<file path="src/rtl/router_pkg.sv">
// Shared types and helpers for the parametrised router control FSM and its
// per-channel soft-reset timeout counters.
package router_pkg;

  // Nine control states; a 4-bit encoding leaves room for future states.
  typedef enum logic [3:0] {
    DECODE_ADDRESS     = 4'd0,
    LOAD_FIRST_DATA    = 4'd1,
    LOAD_DATA          = 4'd2,
    LOAD_PARITY        = 4'd3,
    FIFO_FULL_STATE    = 4'd4,
    LOAD_AFTER_FULL    = 4'd5,
    WAIT_TILL_EMPTY    = 4'd6,
    CHECK_PARITY_ERROR = 4'd7,
    DROP_PACKET        = 4'd8
  } router_state_t;

  localparam int STATE_W = 4;

  // Width of a timeout counter that must hold values 0 .. timeout-1.
  function automatic int ctr_width(input int timeout);
    return (timeout <= 2) ? 1 : $clog2(timeout);
  endfunction

endpackage

</file>
<file path="src/rtl/router_timeout_ctr.sv">
// Idle-read watchdog for one output FIFO: if the FIFO stays non-empty and
// unread for TIMEOUT consecutive cycles, emit a one-cycle soft_reset pulse.
module router_timeout_ctr
  import router_pkg::*;
#(
  parameter int TIMEOUT = 30
) (
  input  logic clk,
  input  logic rst,
  input  logic empty,
  input  logic read_enb,
  output logic soft_reset
);

  localparam int            CW   = ctr_width(TIMEOUT);
  localparam logic [CW-1:0] LAST = CW'(TIMEOUT - 1);
  localparam logic [CW-1:0] ONE  = CW'(1);

  logic [CW-1:0] count;

  // Count unread non-empty cycles; on reaching the limit fire the pulse and restart from zero.
  always_ff @(posedge clk) begin
    if (rst) begin
      count      <= '0;
      soft_reset <= 1'b0;
    end else if (empty || read_enb) begin
      count      <= '0;
      soft_reset <= 1'b0;
    end else if (count == LAST) begin
      count      <= '0;
      soft_reset <= 1'b1;
    end else begin
      count      <= count + ONE;
      soft_reset <= 1'b0;
    end
  end

endmodule

</file>
<file path="src/rtl/router_fsm_nch.sv">
// Router control FSM for NUM_CH output FIFOs. Steers a byte-serial packet
// into the FIFO addressed by its header, sequences header/payload/parity
// loads, stalls on FIFO-full, drops packets to nonexistent channels and
// owns the per-channel soft-reset watchdogs.
module router_fsm_nch
  import router_pkg::*;
#(
  parameter int NUM_CH  = 3,
  parameter int ADDR_W  = 2,
  parameter int TIMEOUT = 30
) (
  input  logic              clk,
  input  logic              rst,
  input  logic              pkt_valid,
  input  logic              parity_done,
  input  logic              low_pkt_valid,
  input  logic [ADDR_W-1:0] data_in,
  input  logic [NUM_CH-1:0] fifo_full_vec,
  input  logic [NUM_CH-1:0] fifo_empty_vec,
  input  logic [NUM_CH-1:0] read_enb_vec,
  output logic              busy,
  output logic              detect_addr,
  output logic              lfd_state,
  output logic              ld_state,
  output logic              laf_state,
  output logic              full_state,
  output logic              write_enb_reg,
  output logic              rst_int_reg,
  output logic              drop_state,
  output logic [NUM_CH-1:0] write_enb,
  output logic [NUM_CH-1:0] soft_reset
);

  // One extra bit so NUM_CH == 2**ADDR_W still compares correctly.
  localparam logic [ADDR_W:0] NUM_CH_LIM = (ADDR_W + 1)'(NUM_CH);

  router_state_t     state;
  router_state_t     state_nxt;
  logic [ADDR_W-1:0] sel;
  logic [ADDR_W-1:0] sel_nxt;

  logic              addr_ok;
  logic              empty_at_addr;
  logic              full;
  logic              empty_sel;
  logic              sr_sel;
  logic [NUM_CH-1:0] sel_onehot;
  logic              writes_nxt;

  // One watchdog per channel, running regardless of what the FSM is doing.
  for (genvar g = 0; g < NUM_CH; g++) begin : g_timeout
    router_timeout_ctr #(
      .TIMEOUT(TIMEOUT)
    ) u_ctr (
      .clk       (clk),
      .rst       (rst),
      .empty     (fifo_empty_vec[g]),
      .read_enb  (read_enb_vec[g]),
      .soft_reset(soft_reset[g])
    );
  end

  // Per-channel lookups for the header address and the latched channel; out-of-range addresses read as 0.
  always_comb begin
    addr_ok       = ({1'b0, data_in} < NUM_CH_LIM);
    empty_at_addr = 1'b0;
    full          = 1'b0;
    empty_sel     = 1'b0;
    sr_sel        = 1'b0;
    for (int i = 0; i < NUM_CH; i++) begin
      if (data_in == ADDR_W'(i)) begin
        empty_at_addr = fifo_empty_vec[i];
      end
      if (sel == ADDR_W'(i)) begin
        full      = fifo_full_vec[i];
        empty_sel = fifo_empty_vec[i];
        sr_sel    = soft_reset[i];
      end
    end
  end

  // Next-state and next-channel selection; a soft reset of the active channel aborts any packet in flight.
  always_comb begin
    state_nxt = state;
    sel_nxt   = sel;
    if ((state == DECODE_ADDRESS) && pkt_valid && addr_ok) begin
      sel_nxt = data_in;
    end
    if ((state != DECODE_ADDRESS) && sr_sel) begin
      state_nxt = DECODE_ADDRESS;
    end else begin
      case (state)
        DECODE_ADDRESS: begin
          if (pkt_valid) begin
            if (!addr_ok)          state_nxt = DROP_PACKET;
            else if (empty_at_addr) state_nxt = LOAD_FIRST_DATA;
            else                    state_nxt = WAIT_TILL_EMPTY;
          end
        end
        LOAD_FIRST_DATA: state_nxt = LOAD_DATA;
        LOAD_DATA: begin
          if (full)            state_nxt = FIFO_FULL_STATE;
          else if (!pkt_valid) state_nxt = LOAD_PARITY;
        end
        FIFO_FULL_STATE: begin
          if (!full) state_nxt = LOAD_AFTER_FULL;
        end
        LOAD_AFTER_FULL: begin
          if (parity_done)        state_nxt = DECODE_ADDRESS;
          else if (low_pkt_valid) state_nxt = LOAD_PARITY;
          else                    state_nxt = LOAD_DATA;
        end
        LOAD_PARITY: state_nxt = CHECK_PARITY_ERROR;
        CHECK_PARITY_ERROR: begin
          if (full) state_nxt = FIFO_FULL_STATE;
          else      state_nxt = DECODE_ADDRESS;
        end
        WAIT_TILL_EMPTY: begin
          if (empty_sel) state_nxt = LOAD_FIRST_DATA;
        end
        DROP_PACKET: begin
          if (!pkt_valid) state_nxt = DECODE_ADDRESS;
        end
        default: state_nxt = DECODE_ADDRESS;
      endcase
    end
  end

  // One-hot of the channel that will be selected next cycle, and whether that state writes it.
  always_comb begin
    sel_onehot = '0;
    for (int i = 0; i < NUM_CH; i++) begin
      sel_onehot[i] = (sel_nxt == ADDR_W'(i));
    end
    writes_nxt = (state_nxt == LOAD_FIRST_DATA) || (state_nxt == LOAD_DATA) ||
                 (state_nxt == LOAD_PARITY)     || (state_nxt == LOAD_AFTER_FULL);
  end

  // State register with outputs decoded from the next state, so every output is a flop yet tracks the current state.
  always_ff @(posedge clk) begin
    if (rst) begin
      state         <= DECODE_ADDRESS;
      sel           <= '0;
      detect_addr   <= 1'b1;
      lfd_state     <= 1'b0;
      ld_state      <= 1'b0;
      laf_state     <= 1'b0;
      full_state    <= 1'b0;
      rst_int_reg   <= 1'b0;
      drop_state    <= 1'b0;
      write_enb_reg <= 1'b0;
      busy          <= 1'b0;
      write_enb     <= '0;
    end else begin
      state         <= state_nxt;
      sel           <= sel_nxt;
      detect_addr   <= (state_nxt == DECODE_ADDRESS);
      lfd_state     <= (state_nxt == LOAD_FIRST_DATA);
      ld_state      <= (state_nxt == LOAD_DATA);
      laf_state     <= (state_nxt == LOAD_AFTER_FULL);
      full_state    <= (state_nxt == FIFO_FULL_STATE);
      rst_int_reg   <= (state_nxt == CHECK_PARITY_ERROR);
      drop_state    <= (state_nxt == DROP_PACKET);
      write_enb_reg <= (state_nxt == LOAD_DATA) || (state_nxt == LOAD_PARITY) ||
                       (state_nxt == LOAD_AFTER_FULL);
      busy          <= (state_nxt == LOAD_FIRST_DATA) || (state_nxt == LOAD_PARITY) ||
                       (state_nxt == FIFO_FULL_STATE) || (state_nxt == LOAD_AFTER_FULL) ||
                       (state_nxt == WAIT_TILL_EMPTY) || (state_nxt == CHECK_PARITY_ERROR);
      write_enb     <= writes_nxt ? sel_onehot : '0;
    end
  end

endmodule

</file>
<file path="config.mk">
export PLATFORM = sky130hd
export DESIGN_NAME = router_fsm_nch
export DESIGN_NICKNAME = d
export VERILOG_FILES = /design/src/rtl/router_pkg.sv /design/src/rtl/router_timeout_ctr.sv /design/src/rtl/router_fsm_nch.sv
export SDC_FILE = /design/constraint.sdc
export NUM_CORES = 1
export LEC_CHECK = 0
export ABC_AREA = 1
export BUFFER_PORTS_ARGS = -buffer_cell sky130_fd_sc_hd__buf_2
export CAP_MARGIN = 40
export CELL_PAD_IN_SITES_DETAIL_PLACEMENT = 0
export CELL_PAD_IN_SITES_GLOBAL_PLACEMENT = 1
export CORE_MARGIN = 2
export CORE_UTILIZATION = 39
export DETAILED_ROUTE_END_ITERATION = 10
export PLACE_DENSITY = 0.76
export SYNTH_ARGS = -nofsm -noshare
export SYNTH_HDL_FRONTEND = slang
export SYNTH_SLANG_ARGS = --single-unit
</file>
<file path="constraint.sdc">
create_clock -name clk -period 1.54 [get_ports clk]
set_input_delay 0.385 -clock clk [delete_from_list [all_inputs] [get_ports clk]]
set_output_delay 0.385 -clock clk [all_outputs]
set_load 0.005 [all_outputs]
</file>
==> run metrics <==
cell mode on critical path=nand2_2; drt first pass iters=4; max incr delay on CP=0.35 ns; Critical Path Source Type=register; share of Yosys cell area claimed by the top area cell type=roughly 43%; Avg Vias per Cell=about 4.8; Final Hold Vio Count=0; Leak=between 1 and 1.5 nW; die width=about 69 um; Worst Path Required=between 1.5 and 2 ns; fmax=around 0.64 GHz; CP max FO=5; Yosys reg bits=36; # IOs=31; Detailed Route WL=approximately 3600 um; final period utilization=101.1%; antenna diode count=0; Net Count, Synth=around 240; run status=finished, violations left; kind of critical path=reg -> reg; first-pass GRT wire length=between 5000 and 6000 um; Yosys cell types=28; worst IR drop on VDD=roughly 720 uV; WHS Path Cells=2; top cells by area, synth=dfxtp_1 43%, nand2_1 9.2%, nor2_1 6.7%, nand3_1 6.3%, ha_1 4.5%; Rows=23; NumNets Final=just under 300; Worst-Skew Late Latency=~0.28 ns; final setup TNS=-0.01650 ns; commonest non-fill, non-tap cell in the layout=nand2_1; leading cell types in the layout, fill and taps excluded=34 x nand2_1, 30 x dfxtp_1, 30 x buf_2, 26 x nor2_1, 17 x inv_1; fillers=about 400; Tmin final=about 1.6 ns; Sink Count=36; Max clock buf depth=2; Slowest-stage cell, CP=dfxtp_2; Syn Inst Count=~220; R2R Setup Slk=-0.02 ns; CTS tree=built; CTS Buf Count=5; Layout area overhead=33.76%; ratio of cells with drive above 1 in the final layout=around 42%; wire per inst=about 11 um; max reg flops=15; core area=slightly above 0.004 mm2; CTS H-tree lvls=2; Root Driver=clkbuf_8; Cell Area, Synth=around 0.0017 mm2; worst path cell trace=nor2_4 -> nand2_2 -> nor2_4 -> nand2_2 -> nand3_4 -> inv_2 -> nand2_4 -> nand2_4 -> nor2_2 -> nand2_2 -> a21oi_2; Final Core Density=55.10%; DRC Markers=0; Layout Skew=about 0.0052 ns; I/O Buffers=30; detailed placement HPWL=2602 um; Syn. warnings=0; post-synthesis sequential area ratio=between 40 and 50%; Min-Delay Path Class=in -> reg; largest net degree at the start of global routing=18; Synth area leader=dfxtp_1; Initial Util=between 40% and 50%; drt initial violations=between 50 and 60; CP arrival=about 1.8 ns; max_slew headroom=72.41%; RSZ-0062 raised after global routing=true; routability cong.=approximately 0.82; min setup slack post-route=-0.01630 ns; max-slew violation count=0; vias in the first global route=around 1400; initial antenna violation count=0; worst-margin pin slew=~0.41 ns; GRT Residual Overflow=0; Worst setup EP type=register; R2R cell count=11; Max-Cap Viols=0; failing checks=setup timing; Design Area, Final=between 0.002 and 0.0025 mm2; Via Count=1528; die area=about 0.0048 mm2; mean area per synthesized cell=7.564 um2; Final setup viols=3; GR Util All Layers=15.36%; Clk pin slew, worst setup/hold paths=around 0.07 ns; placed cell area=between 0.0015 and 0.002 mm2; Die Span Y=around 70 um; PwrDens=about 1500 mW/mm2; ANT nets after route=0
metrics by stage:
| step | hold slack [ns] | power [mW] | cells | setup slack [ns] |
|---|---|---|---|---|
| after global placement | 0.4475 | 2.367 | 310 | -0.1088 |
| after CTS | 0.2622 | 3.122 | 320 | 0.0007903 |
| after global routing | 0.2808 | 3.617 | 321 | -0.1187 |
| after floorplan | 0.4334 | 1.873 | 221 | 0.1498 |
| after detailed placement | 0.4587 | 2.348 | 310 | -0.1155 |
| final | 0.2671 | 3.391 | 321 | -0.01630 |
Yosys cell counts:
| cell type | number |
|---|---|
| nor2_1 | 30 |
| o21ai_0 | 2 |
| nor4_1 | 3 |
| nand3_1 | 21 |
| a211o_1 | 1 |
| inv_2 | 5 |
| xnor2_1 | 2 |
| nor2_2 | 8 |
| or2_2 | 5 |
| nand4_2 | 1 |
| xor2_1 | 2 |
| buf_4 | 3 |
| o22ai_1 | 1 |
| buf_1 | 1 |
| o21ai_1 | 1 |
| dfxtp_1 | 36 |
| clkbuf_1 | 1 |
| nor2_4 | 1 |
| nor3_2 | 1 |
| nand4_1 | 3 |
| nand3_2 | 3 |
| ha_1 | 6 |
| a21oi_1 | 9 |
| o21bai_2 | 1 |
| nand2_1 | 41 |
| nor3_1 | 8 |
| nand2_2 | 7 |
| inv_1 | 18 |
timing repair:
item	in CTS	in global routing
buffers inserted	2	1
hold buffers	0	0
pin swaps	3	15
gates resized for setup	7	37
endpoints found under the setup margin	5	13
logic make-up after synthesis:
logic type	share of synthesized area (%)
AOI/OAI and AO/OA	5.165
xor gates and xnor gates	2.096
adders and majority gates	4.491
buffers and inverters	6.960
DFF	43.11
and+or+nand+nor	38.17
critical path: cells and delay by family, from the launching register on:
family	cells	cell delay, ns
and+or+nand+nor	9	0.94
buffers and inverters	1	0.06
DFF	1	0.35
AOI/OAI and AO/OA	1	0.15
path summary, 6_finish.rpt:
| check | endpoint | startpoint |
|---|---|---|
| min | g_timeout[2].u_ctr.soft_reset | read_enb_vec[2] |
| max reg2reg | write_enb[1] | state[2] |
| max | write_enb[1] | state[2] |
| min reg2reg | g_timeout[0].u_ctr.count[0] | g_timeout[0].u_ctr.count[0] |
layout make-up:
class	instances	area, um2	share of cell area, %
flip-flops and latches	36	730.7	32.68
well taps	50	62.56	2.798
multi-input cells	157	982.2	43.93
inverters	23	86.33	3.861
clock inverters	2	10.01	0.4477
repair buffers	47	281.5	12.59
clock buffers	6	82.58	3.693
where the power goes:
group          internal [mW]  switching [mW]  total (mW)  leakage (nW)
clock                  0.356           0.318       0.675        0.0510
sequential              1.08          0.0983        1.18         0.295
combinational          0.678           0.855        1.53         0.685
total                   2.12            1.27        3.39          1.03
per-layer routing:
metal,vias up,wire length (um),GRT usage (%)
met5,-,0,0
met4,0,69,7.190
met3,6,150,3.779
met2,23,1674,25.11
met1,693,1681,18.95
li1,806,-,-
No activity file was read; power rests on OpenSTA's default activity.
